File: src/rtl/ltl_mon_pkg.sv
// Shared types for the LTL monitor controller.
// Holds the controller state encoding, the verdict record layout for the default
// configuration and the "no hit" index marker.
package ltl_mon_pkg;

  localparam int unsigned NumSrcDef = 2;
  localparam int unsigned SymWDef   = 8;
  localparam int unsigned NumRptDef = 4;
  localparam int unsigned IdxWDef   = 16;

  typedef enum logic [2:0] {
    StIdle,
    StLoad,
    StInit,
    StStream,
    StDrain,
    StReport
  } state_e;

  typedef struct packed {
    logic [$clog2(NumSrcDef)-1:0] src;
    logic [NumRptDef-1:0]         vec;
    logic [IdxWDef-1:0]           idx;
  } verdict_t;

  // All-ones index is reserved to mean "no report line fired during the session".
  localparam logic [IdxWDef-1:0] IDX_NONE = '1;

endpackage

File: src/rtl/ltl_monitor_ctrl_if.sv
// Bus bundle between the LTL monitor controller and its environment.
// Carries the per-source symbol streams, the engine drive/report lines, the
// verdict record handshake and the busy flag.
//   master : controller side (drives src_ready, eng_*, rpt_valid/src/vec/idx, busy)
//   slave  : environment side (drives src_valid/sym/last, eng_report, rpt_ready)
interface ltl_monitor_ctrl_if #(
  parameter int unsigned NUM_SRC = 2,
  parameter int unsigned SYM_W   = 8,
  parameter int unsigned NUM_RPT = 4,
  parameter int unsigned IDX_W   = 16
);

  localparam int unsigned SrcW = (NUM_SRC > 1) ? $clog2(NUM_SRC) : 1;

  logic [NUM_SRC-1:0]       src_valid;
  logic [NUM_SRC*SYM_W-1:0] src_sym;
  logic [NUM_SRC-1:0]       src_last;
  logic [NUM_SRC-1:0]       src_ready;
  logic                     eng_reset;
  logic                     eng_run;
  logic [SYM_W-1:0]         eng_sym;
  logic [NUM_RPT-1:0]       eng_report;
  logic                     rpt_valid;
  logic                     rpt_ready;
  logic [SrcW-1:0]          rpt_src;
  logic [NUM_RPT-1:0]       rpt_vec;
  logic [IDX_W-1:0]         rpt_idx;
  logic                     busy;

  modport master (
    input  src_valid, src_sym, src_last, eng_report, rpt_ready,
    output src_ready, eng_reset, eng_run, eng_sym, rpt_valid, rpt_src, rpt_vec, rpt_idx, busy
  );

  modport slave (
    output src_valid, src_sym, src_last, eng_report, rpt_ready,
    input  src_ready, eng_reset, eng_run, eng_sym, rpt_valid, rpt_src, rpt_vec, rpt_idx, busy
  );

endinterface

File: src/rtl/ltl_rr_arbiter.sv
// Combinational round-robin arbiter.
// Picks the lowest requesting index at or above ptr_i, wrapping around.
//   req_i       : request vector
//   ptr_i       : priority pointer (must be < NUM_SRC)
//   gnt_o       : one-hot grant
//   gnt_idx_o   : binary index of the grant
//   gnt_valid_o : any request present
module ltl_rr_arbiter #(
  parameter int unsigned NUM_SRC = 2,
  localparam int unsigned SrcW = (NUM_SRC > 1) ? $clog2(NUM_SRC) : 1
) (
  input  logic [NUM_SRC-1:0] req_i,
  input  logic [SrcW-1:0]    ptr_i,
  output logic [NUM_SRC-1:0] gnt_o,
  output logic [SrcW-1:0]    gnt_idx_o,
  output logic               gnt_valid_o
);

  always_comb begin
    int unsigned cand;
    cand        = 0;
    gnt_o       = '0;
    gnt_idx_o   = '0;
    gnt_valid_o = 1'b0;
    for (int unsigned i = 0; i < NUM_SRC; i++) begin
      cand = 32'(ptr_i) + i;
      if (cand >= NUM_SRC) cand = cand - NUM_SRC;
      if (!gnt_valid_o && req_i[cand]) begin
        gnt_valid_o = 1'b1;
        gnt_o[cand] = 1'b1;
        gnt_idx_o   = SrcW'(cand);
      end
    end
  end

endmodule

File: src/rtl/ltl_monitor_ctrl.sv
// Session sequencer in front of one LTL automaton cluster.
// Grants the engine to one symbol source per session (round robin), pulses the
// engine reset to create start_of_data, streams symbols, accumulates the report
// lines and hands back a verdict record.
//   clk, rst_n : clock and asynchronous active-low reset
//   bus_io     : source streams, engine lines, verdict handshake, busy
module ltl_monitor_ctrl
  import ltl_mon_pkg::*;
#(
  parameter int unsigned NUM_SRC = NumSrcDef,
  parameter int unsigned SYM_W   = SymWDef,
  parameter int unsigned NUM_RPT = NumRptDef,
  parameter int unsigned IDX_W   = IdxWDef
) (
  input logic                clk,
  input logic                rst_n,
  ltl_monitor_ctrl_if.master bus_io
);

  localparam int unsigned SrcW = (NUM_SRC > 1) ? $clog2(NUM_SRC) : 1;
  localparam logic [IDX_W-1:0] IdxNone = {IDX_W{1'b1}};
  localparam logic [IDX_W-1:0] IdxSat  = {{(IDX_W-1){1'b1}}, 1'b0};

  state_e               state_q, state_d;
  logic [SrcW-1:0]      grant_q, grant_d;
  logic [NUM_SRC-1:0]   grant_oh_q, grant_oh_d;
  logic [SrcW-1:0]      ptr_q, ptr_d;
  logic [SYM_W-1:0]     hold_sym_q, hold_sym_d;
  logic                 hold_last_q, hold_last_d;
  logic                 first_q, first_d;
  logic [IDX_W-1:0]     idx_q, idx_d;
  logic [IDX_W-1:0]     samp_idx_q;
  logic                 run_q;
  logic [NUM_RPT-1:0]   vec_q, vec_d;
  logic [IDX_W-1:0]     hit_idx_q, hit_idx_d;

  logic [NUM_SRC-1:0]   arb_gnt;
  logic [SrcW-1:0]      arb_idx;
  logic                 arb_valid;

  logic                 sel_valid;
  logic                 sel_last;
  logic [SYM_W-1:0]     sel_sym;

  ltl_rr_arbiter #(
    .NUM_SRC (NUM_SRC)
  ) u_arb (
    .req_i       (bus_io.src_valid),
    .ptr_i       (ptr_q),
    .gnt_o       (arb_gnt),
    .gnt_idx_o   (arb_idx),
    .gnt_valid_o (arb_valid)
  );

  assign sel_valid = bus_io.src_valid[grant_q];
  assign sel_last  = bus_io.src_last[grant_q];
  assign sel_sym   = bus_io.src_sym[32'(grant_q) * SYM_W +: SYM_W];

  always_ff @(posedge clk or negedge rst_n) begin
    if (!rst_n) begin
      state_q     <= StIdle;
      grant_q     <= '0;
      grant_oh_q  <= '0;
      ptr_q       <= '0;
      hold_sym_q  <= '0;
      hold_last_q <= 1'b0;
      first_q     <= 1'b0;
      idx_q       <= '0;
      samp_idx_q  <= '0;
      run_q       <= 1'b0;
      vec_q       <= '0;
      hit_idx_q   <= IdxNone;
    end else begin
      state_q     <= state_d;
      grant_q     <= grant_d;
      grant_oh_q  <= grant_oh_d;
      ptr_q       <= ptr_d;
      hold_sym_q  <= hold_sym_d;
      hold_last_q <= hold_last_d;
      first_q     <= first_d;
      idx_q       <= idx_d;
      // Engine reports one cycle after a run cycle; remember which symbol that was.
      samp_idx_q  <= idx_q;
      run_q       <= bus_io.eng_run;
      vec_q       <= vec_d;
      hit_idx_q   <= hit_idx_d;
    end
  end

  always_comb begin
    state_d     = state_q;
    grant_d     = grant_q;
    grant_oh_d  = grant_oh_q;
    ptr_d       = ptr_q;
    hold_sym_d  = hold_sym_q;
    hold_last_d = hold_last_q;
    first_d     = first_q;
    idx_d       = idx_q;
    vec_d       = vec_q;
    hit_idx_d   = hit_idx_q;

    unique case (state_q)
      StIdle: begin
        if (arb_valid) begin
          grant_d    = arb_idx;
          grant_oh_d = arb_gnt;
          state_d    = StLoad;
        end
      end
      StLoad: begin
        if (sel_valid) begin
          hold_sym_d  = sel_sym;
          hold_last_d = sel_last;
          state_d     = StInit;
        end
      end
      StInit: begin
        first_d = 1'b1;
        state_d = StStream;
      end
      StStream: begin
        if (first_q) begin
          first_d = 1'b0;
          if (hold_last_q) state_d = StDrain;
        end else if (sel_valid && sel_last) begin
          state_d = StDrain;
        end
      end
      StDrain: begin
        state_d = StReport;
      end
      StReport: begin
        if (bus_io.rpt_ready) begin
          ptr_d   = (grant_q == SrcW'(NUM_SRC - 1)) ? '0 : grant_q + 1'b1;
          state_d = StIdle;
        end
      end
      default: state_d = StIdle;
    endcase

    if (state_q == StInit) begin
      idx_d     = '0;
      vec_d     = '0;
      hit_idx_d = IdxNone;
    end else begin
      if (bus_io.eng_run && (idx_q != IdxSat)) idx_d = idx_q + 1'b1;
      if (run_q) begin
        vec_d = vec_q | bus_io.eng_report;
        if ((bus_io.eng_report != '0) && (hit_idx_q == IdxNone)) hit_idx_d = samp_idx_q;
      end
    end
  end

  always_comb begin
    bus_io.src_ready = '0;
    bus_io.eng_reset = 1'b0;
    bus_io.eng_run   = 1'b0;
    bus_io.eng_sym   = '0;
    bus_io.rpt_valid = 1'b0;

    unique case (state_q)
      StIdle: bus_io.eng_reset = 1'b1;
      StLoad: begin
        bus_io.eng_reset = 1'b1;
        bus_io.src_ready = grant_oh_q;
      end
      StInit: bus_io.eng_reset = 1'b1;
      StStream: begin
        if (first_q) begin
          // start_of_data cycle: replay the symbol captured during LOAD.
          bus_io.eng_run = 1'b1;
          bus_io.eng_sym = hold_sym_q;
        end else begin
          bus_io.src_ready = grant_oh_q;
          bus_io.eng_run   = sel_valid;
          bus_io.eng_sym   = sel_sym;
        end
      end
      StDrain: ;
      StReport: bus_io.rpt_valid = 1'b1;
      default: bus_io.eng_reset = 1'b1;
    endcase
  end

  assign bus_io.rpt_src = grant_q;
  assign bus_io.rpt_vec = vec_q;
  assign bus_io.rpt_idx = hit_idx_q;
  assign bus_io.busy    = (state_q != StIdle);

endmodule

File: src/flat_wrapper.sv
// flat-port wrapper written by rule: the top's interface ports become plain ports
module ltl_monitor_ctrl_flat import ltl_mon_pkg::*;
#(
  parameter int unsigned NUM_SRC = NumSrcDef,
  parameter int unsigned SYM_W   = SymWDef,
  parameter int unsigned NUM_RPT = NumRptDef,
  parameter int unsigned IDX_W   = IdxWDef
)
  (clk, rst_n, bus_io_src_valid, bus_io_src_sym, bus_io_src_last, bus_io_eng_report, bus_io_rpt_ready, bus_io_src_ready, bus_io_eng_reset, bus_io_eng_run, bus_io_eng_sym, bus_io_rpt_valid, bus_io_rpt_src, bus_io_rpt_vec, bus_io_rpt_idx, bus_io_busy);
  ltl_monitor_ctrl_if #(.NUM_SRC(NUM_SRC), .SYM_W(SYM_W), .NUM_RPT(NUM_RPT), .IDX_W(IDX_W)) bus_io_i ();
  input logic clk;
  input logic rst_n;
  input wire logic [$bits(bus_io_i.src_valid)-1:0] bus_io_src_valid;
  input wire logic [$bits(bus_io_i.src_sym)-1:0] bus_io_src_sym;
  input wire logic [$bits(bus_io_i.src_last)-1:0] bus_io_src_last;
  input wire logic [$bits(bus_io_i.eng_report)-1:0] bus_io_eng_report;
  input wire logic [$bits(bus_io_i.rpt_ready)-1:0] bus_io_rpt_ready;
  output wire logic [$bits(bus_io_i.src_ready)-1:0] bus_io_src_ready;
  output wire logic [$bits(bus_io_i.eng_reset)-1:0] bus_io_eng_reset;
  output wire logic [$bits(bus_io_i.eng_run)-1:0] bus_io_eng_run;
  output wire logic [$bits(bus_io_i.eng_sym)-1:0] bus_io_eng_sym;
  output wire logic [$bits(bus_io_i.rpt_valid)-1:0] bus_io_rpt_valid;
  output wire logic [$bits(bus_io_i.rpt_src)-1:0] bus_io_rpt_src;
  output wire logic [$bits(bus_io_i.rpt_vec)-1:0] bus_io_rpt_vec;
  output wire logic [$bits(bus_io_i.rpt_idx)-1:0] bus_io_rpt_idx;
  output wire logic [$bits(bus_io_i.busy)-1:0] bus_io_busy;
  assign bus_io_i.src_valid = bus_io_src_valid;
  assign bus_io_i.src_sym = bus_io_src_sym;
  assign bus_io_i.src_last = bus_io_src_last;
  assign bus_io_i.eng_report = bus_io_eng_report;
  assign bus_io_i.rpt_ready = bus_io_rpt_ready;
  assign bus_io_src_ready = bus_io_i.src_ready;
  assign bus_io_eng_reset = bus_io_i.eng_reset;
  assign bus_io_eng_run = bus_io_i.eng_run;
  assign bus_io_eng_sym = bus_io_i.eng_sym;
  assign bus_io_rpt_valid = bus_io_i.rpt_valid;
  assign bus_io_rpt_src = bus_io_i.rpt_src;
  assign bus_io_rpt_vec = bus_io_i.rpt_vec;
  assign bus_io_rpt_idx = bus_io_i.rpt_idx;
  assign bus_io_busy = bus_io_i.busy;
  ltl_monitor_ctrl #(.NUM_SRC(NUM_SRC), .SYM_W(SYM_W), .NUM_RPT(NUM_RPT), .IDX_W(IDX_W)) u_core (.clk(clk), .rst_n(rst_n), .bus_io(bus_io_i));
endmodule
File: config.mk
export PLATFORM = sky130hd
export DESIGN_NAME = ltl_monitor_ctrl_flat
export DESIGN_NICKNAME = d
export VERILOG_FILES = /design/src/rtl/ltl_mon_pkg.sv /design/src/rtl/ltl_monitor_ctrl_if.sv /design/src/rtl/ltl_rr_arbiter.sv /design/src/rtl/ltl_monitor_ctrl.sv /design/src/flat_wrapper.sv
export SDC_FILE = /design/constraint.sdc
export NUM_CORES = 1
export LEC_CHECK = 0
export BUFFER_PORTS_ARGS = -buffer_cell sky130_fd_sc_hd__buf_2
export CELL_PAD_IN_SITES_DETAIL_PLACEMENT = 1
export CELL_PAD_IN_SITES_GLOBAL_PLACEMENT = 2
export CORE_UTILIZATION = 31
export CTS_CLUSTER_DIAMETER = 80
export CTS_CLUSTER_SIZE = 25
export DETAILED_ROUTE_END_ITERATION = 10
export PLACE_DENSITY_LB_ADDON = 0.1
export SETUP_SLACK_MARGIN = 0.2
export SLEW_MARGIN = 0
export SYNTH_ARGS = -nofsm -noshare
export SYNTH_HDL_FRONTEND = slang
export SYNTH_HIERARCHICAL = 1
export SYNTH_SLANG_ARGS = --single-unit
File: constraint.sdc
create_clock -name clk -period 1.8 [get_ports clk]
set_input_delay 0.18 -clock clk [delete_from_list [all_inputs] [get_ports clk]]
set_output_delay 0.18 -clock clk [all_outputs]
set_load 0.01 [all_outputs]
==> results_tabular.tex, run 1 <==
\begin{tabular}{lr}
\hline
Metric & Value \\
\hline
\multicolumn{2}{l}{\textbf{Floorplanning}} \\
\quad Die span in x & 103 um \\
\quad Core Box Area & 9820 um2 \\
\quad Standard-cell row count & 36 \\
\quad IO Pins & 62 \\
\quad Floorplan die area & 10,600 um2 \\
\quad Die Span Y & 103 um \\
\quad Initial core utilization & 32.1\% \\
\multicolumn{2}{l}{\textbf{Critical path}} \\
\quad Worst flop-to-flop path endpoint & u\_core/idx\_q[8] \\
\quad Type of the setup path with the least slack & flip-flop to flip-flop \\
\quad Setup slack of the worst register-to-register path & -0.02 ns \\
\quad Worst setup path startpoint & u\_core/bus\_io.rpt\_src \\
\quad CP Capture Type & flip-flop \\
\quad CP max FO & 5 \\
\quad Cell type group with the largest total delay on the critical path & compound AO/OA/AOI/OAI gates \\
\quad Startpoint type of the worst setup path & flip-flop \\
\quad Number of buffer and inverter instances along the worst setup path & 2 \\
\quad FF-to-FF path depth & 7 \\
\quad Arr. time, crit path & 2.06 ns \\
\quad Critical path depth in cells & 7 \\
\quad Critical path cell sequence & mux2\_4 -> o21ai\_4 -> buf\_6 -> buf\_12 -> a2111oi\_4 -> a31oi\_1 -> a41o\_1 \\
\quad Highest cell delay on the worst timing path & 0.45 ns \\
\quad Reg-to-reg startpoint & u\_core/bus\_io.rpt\_src \\
\quad Capturing element of the worst setup path & u\_core/idx\_q[8] \\
\quad Slowest cell on the critical path & dfrtp\_2 \\
\quad Required time of the critical path & 2.04 ns \\
\multicolumn{2}{l}{\textbf{Min path}} \\
\quad Worst min-delay path class & primary input to flip-flop \\
\quad Hold Path Origin & bus\_io\_eng\_report[2] \\
\multicolumn{2}{l}{\textbf{Drt}} \\
\quad Drt first-iter violations & 52 \\
\quad Via density & 4.83 \\
\quad Average detailed-routed wire length per instance & 15.2 um \\
\quad Total routed wirelength & 8580 um \\
\quad Antenna-violating nets left & 0 \\
\quad Detailed Routing Iterations Pass 1 & 4 \\
\quad Vias post-DR & 2,728 \\
\quad Post-detailed-route DRC marker count & 0 \\
\multicolumn{2}{l}{\textbf{Timing}} \\
\quad Final setup violation count & 1 \\
\quad Time the final worst path needs with I/O delays and setup & 1.82 ns \\
\quad Period utilization & 101\% \\
\quad Relative max-transition margin & 70.4\% \\
\quad Setup skew after layout & 0.0139 ns \\
\quad Final Hold Vio Count & 0 \\
\quad RSZ-0062 raised after global routing & true \\
\quad Final number of max-transition violations & 0 \\
\quad Peak Freq & 549 MHz \\
\quad Transition time at the pin with the least slew margin & 0.444 ns \\
\quad Smallest setup slack after layout & -0.0220 ns \\
\multicolumn{2}{l}{\textbf{Pwr}} \\
\quad Leakage & 2.11 nW \\
\quad Peak supply drop & 0.483 mV \\
\quad Internal power contribution & 4.18 mW \\
\quad Switching power of the nets & 2.57 mW \\
\quad Clock network fraction of design power & 19.3\% \\
\quad Relative contribution of sequential cells to total power & 36.0\% \\
\quad Proportion of power drawn by combinational gates & 44.7\% \\
\quad Fraction of power spent switching nets & 38.1\% \\
\quad Power density over the cells & 1480 nW/um2 \\
\multicolumn{2}{l}{\textbf{Clock network}} \\
\quad Clock slew at the register clock pins of the worst setup and hold paths & 0.08 ns \\
\quad Cts bufs inserted & 9 \\
\quad CTS tree & yes \\
\quad Deepest clock path buffer count & 2 \\
\quad Clock sink count & 70 \\
\quad Clock latency on the worst-skew pair & 0.35 ns \\
\quad Clock Root Buffer & clkbuf\_8 \\
\quad Number of H-tree levels & 3 \\
\multicolumn{2}{l}{\textbf{Synthesis}} \\
\quad Number of synthesized flops with an enable pin & 0 \\
\quad Mean post-synth cell area & 10.0 um2 \\
\quad Number of warnings printed during yosys synthesis & 6 \\
\quad Compound-Gate Fraction of Synth Area & 14.2\% \\
\quad Register bit count reported by yosys & 70 \\
\quad Cell accounting for the most synthesized area & dfrtp\_1 \\
\quad Synth top area cells & dfrtp\_1 43\%, dfstp\_2 13\%, o21ai\_0 5.7\% \\
\quad Total standard cell area after synthesis & 3150 um2 \\
\quad Post-synth ARST share & 100\% \\
\quad Most used flip-flop cell after synthesis & dfrtp\_1 \\
\quad Synthesized-area fraction occupied by adder cells & 0.794\% \\
\quad Top-area cell type share of the netlist area & 42.9\% \\
\quad Mux contribution to synthesized area & 5.56\% \\
\quad XOR/XNOR share of the synthesized area & 1.94\% \\
\quad Portion of the post-synthesis area used by sequential elements & 56.2\% \\
\quad Post-synthesis instance total & 315 \\
\quad Post-synthesis share of cell area spent on and, or, nand and nor gates & 17.8\% \\
\quad Number of distinct standard cells referenced by the synthesized netlist & 46 \\
\quad Dominant combinational cell family by area after synthesis & simple AND/OR/NAND/NOR gates \\
\quad Number of nets in the synthesized netlist & 344 \\
\multicolumn{2}{l}{\textbf{GRT}} \\
\quad Number of global-route vias before repair & 2,778 \\
\quad GRT met3 Usage & 3.46\% \\
\quad Busiest grt layer & met2 \\
\quad GRT Total Usage & 16.9\% \\
\quad First-pass GRT wire length & 13,400 um \\
\quad Global route total overflow & 0 \\
\quad M1 GR Usage & 21.0\% \\
\quad Antenna violations before repair & 0 \\
\quad Pin count of the biggest net entering global routing & 71 \\
\quad Met2 usage in global routing & 28.7\% \\
\multicolumn{2}{l}{\textbf{Cells and area}} \\
\quad Commonest non-fill, non-tap cell in the layout & buf\_2 \\
\quad Area overhead of the layout relative to synthesis & 44.8\% \\
\quad Share of final-layout standard cells stronger than drive strength 1 & 48.8\% \\
\quad Final design instance area without fill & 4560 um2 \\
\quad Most frequent cells in the layout & 58 x buf\_2, 52 x dfrtp\_1, 44 x nand2\_1 \\
\quad \# diodes & 0 \\
\quad Utilization of the core after routing & 46.5\% \\
\quad Total number of nets in the final design & 456 \\
\multicolumn{2}{l}{\textbf{Placement}} \\
\quad Placed Area & 3860 um2 \\
\quad Weighted congestion reported at the end of routability-driven placement & 0.755 \\
\quad Count of input and output buffers & 61 \\
\quad Sum of net half-perimeters after detailed placement & 5580 um \\
\multicolumn{2}{l}{\textbf{Run status}} \\
\quad Violated checks & negative setup slack \\
\quad Run status & finished, violations left \\
\multicolumn{2}{l}{\textbf{Run}} \\
\quad Reported max-cap violation count & 0 \\
\hline
\end{tabular}
==> per-layer routing <==
layer | wire, um | vias to the layer above
li1 | - | 1323
met1 | 3860 | 1339
met2 | 4340 | 58
met3 | 247 | 8
met4 | 123 | 0
met5 | 0 | -
==> power by group through the flow <==
stage          registers [mW]  clock network [mW]  logic (mW)
2_1_floorplan            2.46                   0        1.32
3_3_place_gp             2.39                   0        2.31
3_5_place_dp             2.41                   0        2.35
4_1_cts                  2.38                1.34        2.65
5_1_grt                  2.49                1.41        3.36
6_report                 2.43                1.30        3.02
==> kinds of logic (layout without fill, tap and decap cells) <==
kind of cell | after synthesis | count (layout)
simple gates | 121 | 121
compound gates | 74 | 74
flops | 70 | 70
buf+inv | 24 | 141
mux | 17 | 17
xor+xnor | 7 | 7
fa+ha+maj | 2 | 2
==> Yosys cell counts (2+ instances only) <==
master	number
a21boi_0	3
or3_1	2
nor2_1	36
ha_1	2
nand2_1	46
inv_1	10
and3_1	5
clkbuf_1	10
mux2_2	4
dfstp_2	16
a21oi_1	18
mux2i_1	13
nand3_1	11
a31oi_1	2
xnor2_1	6
o211ai_1	4
nand4_1	3
o21ai_0	36
nor2b_1	2
and4_4	2
buf_6	2
nor4_1	5
dfrtp_1	54
==> area by class of cell <==
cell class,count,area (um2)
timing repair buffer,115,830
multi-input combinational,221,1560
clock buffer,10,128
tap,133,166
fill,1141,5260
inverter,10,37.5
sequential,70,1770
clock inverter,6,70.1
==> worst min-delay path by stage <==
stage / slack, ns / endpoint / depth (start not counted)
floorplan: -0.12 / u_core/bus_io.rpt_src / 0
global placement: 0.24 / u_core/samp_idx_q[13] / 2
detailed placement: 0.24 / u_core/samp_idx_q[10] / 2
CTS: 0.07 / u_core/bus_io.rpt_vec[2] / 3
global route: 0.09 / u_core/bus_io.rpt_vec[3] / 3
finish: 0.09 / u_core/bus_io.rpt_vec[2] / 3
==> stage by stage <==
stage | setup WS (ns) | TNS (ns) | hold slack [ns] | power (mW) | cells
floorplan | -0.0801 | -0.0801 | -0.116 | 3.77 | 315
global placement | 0.0519 | 0 | 0.242 | 4.70 | 532
detailed placement | 0.0122 | 0 | 0.243 | 4.76 | 532
CTS | 0.0256 | 0 | 0.0749 | 6.38 | 559
global route | -0.0858 | -0.423 | 0.0948 | 7.27 | 565
finish | -0.0220 | -0.0220 | 0.0880 | 6.75 | 565
==> worst register-to-register path, delay by kind of cell, from the launching register on <==
| kind | cells | cell delay (ns) |
|---|---|---|
| multiplexers | 1 | 0.24 |
| buffers and inverters | 2 | 0.24 |
| AO/OA/AOI/OAI | 4 | 0.79 |
| flip-flops | 1 | 0.45 |
==> state kept, by name, indices dropped and copies added, names as in the netlist <==
signal / cells
u_core/samp_idx_q: 16
u_core/ptr_q: 1
u_core/bus_io.rpt_idx: 16
u_core/grant_oh_q: 2
u_core/state_q: 3
u_core/run_q: 1
u_core/bus_io.rpt_src: 1
u_core/first_q: 1
u_core/hold_last_q: 1
u_core/idx_q: 16
u_core/bus_io.rpt_vec: 4
u_core/hold_sym_q: 8
==> timing repair <==
action	in CTS	in global routing
hold endpoints to repair	54	0
resized for setup	23	77
cloned	0	1
hold buffers	1	0
endpoints found under the setup margin	27	55
setup buffers	10	5
pin swaps	3	22
No activity file was read; power rests on OpenSTA's default activity.
==> run 2: changes to the inputs <==
ABC_AREA = 1   (was unset)
CORE_UTILIZATION = 29   (was 31)
==> run 2 against run 1 <==
  * The run ends with design-rule violations left
  * Clock power is 33% higher
  * Global-route usage barely moved
  * Via count rose by 15%
  * Synthesized cell count increased by 40%
  * Register-to-register slack gained 0.21 ns
  * Wire length grew 12%
  * Critical path depth fell by 2
  * Largest power group unchanged
  * Final cell count rose by 21%
  * Area after synthesis up 9.9%
  * Total power is 1.2% lower
  * Largest cell class unchanged
==> results_tabular.tex, run 2 <==
\begin{tabular}{lr}
\hline
Metric & Value \\
\hline
\multicolumn{2}{l}{\textbf{Floorplanning}} \\
\quad IO Pins & 62 \\
\quad Floorplan die area & 12,400 um2 \\
\quad Core Box Area & 11,500 um2 \\
\quad Die span in x & 111 um \\
\quad Standard-cell row count & 39 \\
\quad Initial core utilization & 30.1\% \\
\quad Die Span Y & 111 um \\
\multicolumn{2}{l}{\textbf{Clock network}} \\
\quad CTS tree & yes \\
\quad Clock sink count & 70 \\
\quad Clock slew at the register clock pins of the worst setup and hold paths & 0.06 ns \\
\quad Clock latency on the worst-skew pair & 0.33 ns \\
\quad Clock Root Buffer & clkbuf\_16 \\
\quad Number of H-tree levels & 3 \\
\quad Deepest clock path buffer count & 2 \\
\quad Cts bufs inserted & 9 \\
\multicolumn{2}{l}{\textbf{Cells and area}} \\
\quad Utilization of the core after routing & 40.0\% \\
\quad Most frequent cells in the layout & 129 x nand2\_1, 60 x buf\_2, 48 x dfrtp\_1 \\
\quad Commonest non-fill, non-tap cell in the layout & nand2\_1 \\
\quad Total number of nets in the final design & 563 \\
\quad \# diodes & 0 \\
\quad Area overhead of the layout relative to synthesis & 32.9\% \\
\quad Share of final-layout standard cells stronger than drive strength 1 & 32.3\% \\
\quad Final design instance area without fill & 4610 um2 \\
\multicolumn{2}{l}{\textbf{Drt}} \\
\quad Post-route met1 wirelength & 4740 um \\
\quad Antenna-violating nets left & 0 \\
\quad Total routed wirelength & 9570 um \\
\quad Drt first-iter violations & 136 \\
\quad Vias post-DR & 3,149 \\
\quad Detailed Routing Iterations Pass 1 & 7 \\
\quad Routed length on met3 & 332 um \\
\quad Post-detailed-route DRC marker count & 14 \\
\quad Top layer in use & met4 \\
\quad Via density & 4.62 \\
\quad Sum of met2 wire segment lengths after detailed routing & 4360 um \\
\quad Average detailed-routed wire length per instance & 14.0 um \\
\multicolumn{2}{l}{\textbf{Pwr}} \\
\quad Relative contribution of sequential cells to total power & 35.1\% \\
\quad Internal power contribution & 4.11 mW \\
\quad Fraction of power spent switching nets & 38.5\% \\
\quad Switching power of the nets & 2.57 mW \\
\quad Clock network fraction of design power & 25.9\% \\
\quad Power density over the cells & 1450 nW/um2 \\
\quad Leakage & 2.34 nW \\
\quad Proportion of power drawn by combinational gates & 39.0\% \\
\quad Peak supply drop & 0.589 mV \\
\multicolumn{2}{l}{\textbf{Synthesis}} \\
\quad List of most frequent post-synthesis cells & 143 x nand2\_1, 54 x dfrtp\_1, 51 x inv\_1 \\
\quad Post-synthesis instance total & 440 \\
\quad Total standard cell area after synthesis & 3470 um2 \\
\quad Top-area cell type share of the netlist area & 39.0\% \\
\quad Number of warnings printed during yosys synthesis & 6 \\
\quad Most used flip-flop cell after synthesis & dfrtp\_1 \\
\quad Number of nets in the synthesized netlist & 469 \\
\quad Mean post-synth cell area & 7.88 um2 \\
\quad Most numerous cell in the Yosys netlist & nand2\_1 \\
\quad Number of distinct standard cells referenced by the synthesized netlist & 23 \\
\quad Synth top area cells & dfrtp\_1 39\%, nand2\_1 15\%, dfstp\_2 12\% \\
\quad Portion of the post-synthesis area used by sequential elements & 51.1\% \\
\quad Number of synthesized flops with an enable pin & 0 \\
\quad Register bit count reported by yosys & 70 \\
\quad Post-synth ARST share & 100\% \\
\quad Cell accounting for the most synthesized area & dfrtp\_1 \\
\multicolumn{2}{l}{\textbf{Timing}} \\
\quad Transition time at the pin with the least slew margin & 0.391 ns \\
\quad Final Hold Vio Count & 0 \\
\quad Peak Freq & 608 MHz \\
\quad Final number of max-transition violations & 0 \\
\quad RSZ-0062 raised after global routing & true \\
\quad Time the final worst path needs with I/O delays and setup & 1.64 ns \\
\quad Setup skew after layout & 0.00609 ns \\
\quad Relative max-transition margin & 73.9\% \\
\quad Period utilization & 91.3\% \\
\quad Final setup violation count & 0 \\
\multicolumn{2}{l}{\textbf{Run status}} \\
\quad Run status & finished, violations left \\
\quad Violated checks & design-rule violations \\
\multicolumn{2}{l}{\textbf{GRT}} \\
\quad Global route total overflow & 0 \\
\quad Number of global-route vias before repair & 3,310 \\
\quad GRT Total Usage & 16.9\% \\
\quad Pin count of the biggest net entering global routing & 71 \\
\quad First-pass GRT wire length & 16,600 um \\
\quad Antenna violations before repair & 0 \\
\multicolumn{2}{l}{\textbf{Placement}} \\
\quad Placed Area & 4040 um2 \\
\quad Weighted congestion reported at the end of routability-driven placement & 0.770 \\
\quad Sum of net half-perimeters after detailed placement & 6530 um \\
\quad Count of input and output buffers & 61 \\
\multicolumn{2}{l}{\textbf{Critical path}} \\
\quad CP Capture Type & output pin \\
\quad Startpoint type of the worst setup path & flip-flop \\
\quad Type of the setup path with the least slack & flip-flop to output pin \\
\quad Arr. time, crit path & 1.46 ns \\
\quad CP max FO & 6 \\
\quad Required time of the critical path & 1.62 ns \\
\multicolumn{2}{l}{\textbf{Run}} \\
\quad Reported max-cap violation count & 0 \\
\multicolumn{2}{l}{\textbf{Min path}} \\
\quad Worst min-delay path class & primary input to flip-flop \\
\hline
\end{tabular}
-- run 2: area by class of cell --
type	count	area, um2
inverters	55	209
clock inverters	5	40.0
flip-flops and latches	70	1780
clock buffers	11	254
repair buffers	95	629
fillers	1436	6910
multi-input cells	303	1520
well taps	143	179
-- run 2: final timing paths --
| kind | from | to | slack [ns] | cells past startpoint |
|---|---|---|---|---|
| min | bus_io_src_sym[15] | u_core/hold_sym_q[7] | 0.12 | 3 |
| min in group asynchronous | rst_n | u_core/grant_oh_q[0] | 0.40 | 3 |
| max reg2reg | u_core/idx_q[0] | u_core/idx_q[4] | 0.19 | 11 |
| max in group asynchronous | rst_n | u_core/bus_io.rpt_idx[10] | 1.05 | 3 |
| min reg2reg | u_core/idx_q[4] | u_core/samp_idx_q[4] | 0.45 | 0 |
| max | u_core/state_q[2] | bus_io_eng_sym[0] | 0.16 | 5 |
-- run 2: timing repair --
item                                    in CTS  in global routing
pin swaps                                    8                 29
hold buffers                                 1                  0
gates cloned                                 2                  0
buffers inserted                            10                  4
hold endpoints to repair                    54                  0
gates resized for setup                     18                 32
endpoints found under the setup margin      27                 32
-- run 2: power groups by stage --
stage	clock network, mW	registers, mW	logic (mW)
floorplan	0	2.37	1.41
global placement	0	2.34	2.26
detailed placement	0	2.35	2.29
CTS	1.81	2.33	2.51
global route	1.85	2.41	2.96
finish	1.73	2.34	2.60
-- run 2: layer usage --
layer / track usage [%] / up-vias
met4: 5.14 / 0
met2: 27.1 / 48
met1: 22.7 / 1491
met3: 3.83 / 11
met5: 0 / -
li1: - / 1599
-- run 2: stage by stage --
step	cells	hold slack, ns	power (mW)	setup WS, ns	TNS (ns)
after floorplan	440	-0.116	3.78	0.288	0
after detailed placement	649	0.235	4.64	-0.0386	-0.383
final	682	0.120	6.67	0.157	0
after CTS	678	0.111	6.65	0.134	0
after global placement	649	0.246	4.59	0.0295	0
after global routing	682	0.124	7.22	0.0658	0
-- run 2: critical path, cell delays in order, from the launching register on --
cell and delay (ns):
dfrtp_2 0.44, nor2_4 0.15, buf_6 0.15, o21ai_0 0.08, a31oi_1 0.15, buf_2 0.15
-- run 2: cell families after synthesis --
logic type,count (synthesis),synth area share (%)
simple gates,250,31.3
flops,70,51.1
buf+inv,68,8.09
compound gates,43,7.00
xor+xnor,7,1.77
fa+ha+maj,2,0.722
==> run 3: changes to the inputs <==
RECOVER_POWER = 50   (was unset)
==> run 3 against run 2 <==
  * The flow still finishes with violations (design-rule violations)
  * Flip-flop and latch count is the same
  * Critical path type unchanged
  * Clock power barely moved
  * Sequential share of layout area is 0.30 points higher
  * Final area shrank 1.1%
  * Maximum frequency increased by 0.17%
  * Critical path depth stayed put
  * Highest routed layer unchanged
==> results_tabular.tex, run 3 (synthesized netlist as in run 2, its figures left out) <==
\begin{tabular}{lr}
\hline
Metric & Value \\
\hline
\multicolumn{2}{l}{\textbf{Clock network}} \\
\quad Clock Root Buffer & clkbuf\_16 \\
\quad Deepest clock path buffer count & 2 \\
\quad Number of H-tree levels & 3 \\
\quad Clock latency on the worst-skew pair & 0.33 ns \\
\quad CTS tree & yes \\
\quad Clock slew at the register clock pins of the worst setup and hold paths & 0.06 ns \\
\quad Clock sink count & 70 \\
\quad Cts bufs inserted & 9 \\
\multicolumn{2}{l}{\textbf{Critical path}} \\
\quad Capturing element of the worst setup path & bus\_io\_eng\_sym[0] \\
\quad FF-to-FF path depth & 11 \\
\quad Setup slack of the worst register-to-register path & 0.19 ns \\
\quad Reg-to-reg startpoint & u\_core/idx\_q[0] \\
\quad Startpoint type of the worst setup path & flip-flop \\
\quad Highest cell delay on the worst timing path & 0.44 ns \\
\quad Critical path cell sequence & nor2\_4 -> buf\_6 -> o21ai\_0 -> a31oi\_1 -> buf\_2 \\
\quad Cell type group with the largest total delay on the critical path & flip-flops \\
\quad CP max FO & 6 \\
\quad Type of the setup path with the least slack & flip-flop to output pin \\
\quad Slowest cell on the critical path & dfrtp\_2 \\
\quad Worst setup path startpoint & u\_core/state\_q[2] \\
\quad Critical path depth in cells & 5 \\
\quad CP Capture Type & output pin \\
\quad Required time of the critical path & 1.62 ns \\
\quad Worst flop-to-flop path endpoint & u\_core/idx\_q[4] \\
\quad Number of buffer and inverter instances along the worst setup path & 2 \\
\quad Arr. time, crit path & 1.46 ns \\
\multicolumn{2}{l}{\textbf{Floorplanning}} \\
\quad Die Span Y & 111 um \\
\quad Standard-cell row count & 39 \\
\quad Initial core utilization & 30.1\% \\
\quad Die span in x & 111 um \\
\quad Core Box Area & 11,500 um2 \\
\quad IO Pins & 62 \\
\quad Floorplan die area & 12,400 um2 \\
\multicolumn{2}{l}{\textbf{Placement}} \\
\quad Sum of net half-perimeters after detailed placement & 6530 um \\
\quad Count of input and output buffers & 61 \\
\quad Dpl cells & 649 \\
\quad Weighted congestion reported at the end of routability-driven placement & 0.770 \\
\quad Placed Area & 4040 um2 \\
\multicolumn{2}{l}{\textbf{GRT}} \\
\quad Busiest grt layer & met2 \\
\quad Number of global-route vias before repair & 3,310 \\
\quad First-pass GRT wire length & 16,600 um \\
\quad Met2 usage in global routing & 27.1\% \\
\quad GRT met3 Usage & 3.83\% \\
\quad Pin count of the biggest net entering global routing & 71 \\
\quad Antenna violations before repair & 0 \\
\quad M1 GR Usage & 22.7\% \\
\quad Global route total overflow & 0 \\
\quad GRT Total Usage & 16.9\% \\
\multicolumn{2}{l}{\textbf{Timing}} \\
\quad Transition time at the pin with the least slew margin & 1.00 ns \\
\quad Final setup violation count & 0 \\
\quad Setup Total Neg Slack & 0 ns \\
\quad Relative max-transition margin & 33.2\% \\
\quad Time the final worst path needs with I/O delays and setup & 1.64 ns \\
\quad Final Hold Vio Count & 0 \\
\quad Final number of max-transition violations & 0 \\
\quad Setup skew after layout & 0.00629 ns \\
\quad Period utilization & 91.1\% \\
\quad RSZ-0062 raised after global routing & true \\
\quad Peak Freq & 610 MHz \\
\multicolumn{2}{l}{\textbf{Cells and area}} \\
\quad Fin cells & 682 \\
\quad Final design instance area without fill & 4560 um2 \\
\quad Commonest non-fill, non-tap cell in the layout & nand2\_1 \\
\quad Area overhead of the layout relative to synthesis & 31.5\% \\
\quad Total number of nets in the final design & 563 \\
\quad Share of final-layout standard cells stronger than drive strength 1 & 29.9\% \\
\quad Most frequent cells in the layout & 129 x nand2\_1, 59 x buf\_2, 52 x dfrtp\_1 \\
\quad \# diodes & 0 \\
\quad Fillcell total & 1,441 \\
\multicolumn{2}{l}{\textbf{Pwr}} \\
\quad Power density over the cells & 1460 nW/um2 \\
\quad Leakage & 2.31 nW \\
\quad Overall power & 6.66 mW \\
\quad Peak supply drop & 0.589 mV \\
\multicolumn{2}{l}{\textbf{Drt}} \\
\quad Via density & 4.63 \\
\quad Detailed Routing Iterations Pass 1 & 8 \\
\quad Drt first-iter violations & 128 \\
\quad Post-detailed-route DRC marker count & 14 \\
\quad Total routed wirelength & 9550 um \\
\quad Antenna-violating nets left & 0 \\
\quad Average detailed-routed wire length per instance & 14.0 um \\
\quad Vias post-DR & 3,161 \\
\multicolumn{2}{l}{\textbf{Run status}} \\
\quad Violated checks & design-rule violations \\
\quad Run status & finished, violations left \\
\multicolumn{2}{l}{\textbf{Run}} \\
\quad Reported max-cap violation count & 0 \\
\multicolumn{2}{l}{\textbf{Min path}} \\
\quad Worst min-delay path class & primary input to flip-flop \\
\hline
\end{tabular}
-- run 3: worst reg2reg max path: stages, from the launching register on --
cell and delay [ns]:
dfrtp_1 0.43, inv_2 0.10, ha_4 0.12, inv_2 0.03, nor2_2 0.10, nand2_2 0.07
nor2_4 0.12, nor2_4 0.06, buf_12 0.13, nor2_4 0.23, nand2_1 0.08, nand2_1 0.07
-- run 3: where the power goes --
group          leakage, nW  switching, mW  internal [mW]  total (mW)
combinational         1.29           1.58           1.02        2.59
clock                0.146          0.696           1.03        1.72
sequential           0.875          0.288           2.05        2.34
total                 2.31           2.56           4.10        6.66
-- run 3: how the worst min path moves through the flow --
stage                             from                     to  slack [ns]  cells past startpoint
global placement                 rst_n   u_core/grant_oh_q[0]        0.25                      2
floorplan                        rst_n  u_core/bus_io.rpt_src       -0.12                      0
global route        bus_io_src_sym[10]   u_core/hold_sym_q[2]        0.12                      3
CTS                 bus_io_src_sym[15]   u_core/hold_sym_q[7]        0.11                      3
finish              bus_io_src_sym[15]   u_core/hold_sym_q[7]        0.12                      3
detailed placement               rst_n   u_core/grant_oh_q[0]        0.24                      2
-- run 3: repair_timing --
action	CTS	global route
pin swaps	8	29
setup endpoints to repair	27	32
resized for setup	18	32
buffers inserted	10	4
endpoints found under the hold margin	54	0
hold buffers	1	0
cloned	2	0
-- run 3: stage by stage --
step | hold WS (ns) | utilization (%) | worst slack [ns]
2_1_floorplan | -0.116 | - | 0.288
3_3_place_gp | 0.246 | 35.1 | 0.0295
3_5_place_dp | 0.235 | 35.1 | -0.0386
4_1_cts | 0.111 | 39.0 | 0.134
5_1_grt | 0.124 | 39.6 | 0.0428
6_report | 0.122 | 39.6 | 0.159
-- run 3: layer usage --
metal | vias to the layer above | wire length (um) | share of wire [%]
met5 | - | 0 | 0
met4 | 0 | 137 | 1.4
met3 | 12 | 316 | 3.3
met2 | 48 | 4330 | 45
met1 | 1504 | 4770 | 50
li1 | 1597 | - | -
-- run 3: final cells by class --
type | instances | area [um2] | area share, %
repair buffers | 95 | 586 | 12.8
inverters | 55 | 209 | 4.58
flip-flops and latches | 70 | 1770 | 38.9
clock inverters | 5 | 40.0 | 0.878
well taps | 143 | 179 | 3.93
multi-input cells | 303 | 1520 | 33.3
clock buffers | 11 | 254 | 5.57
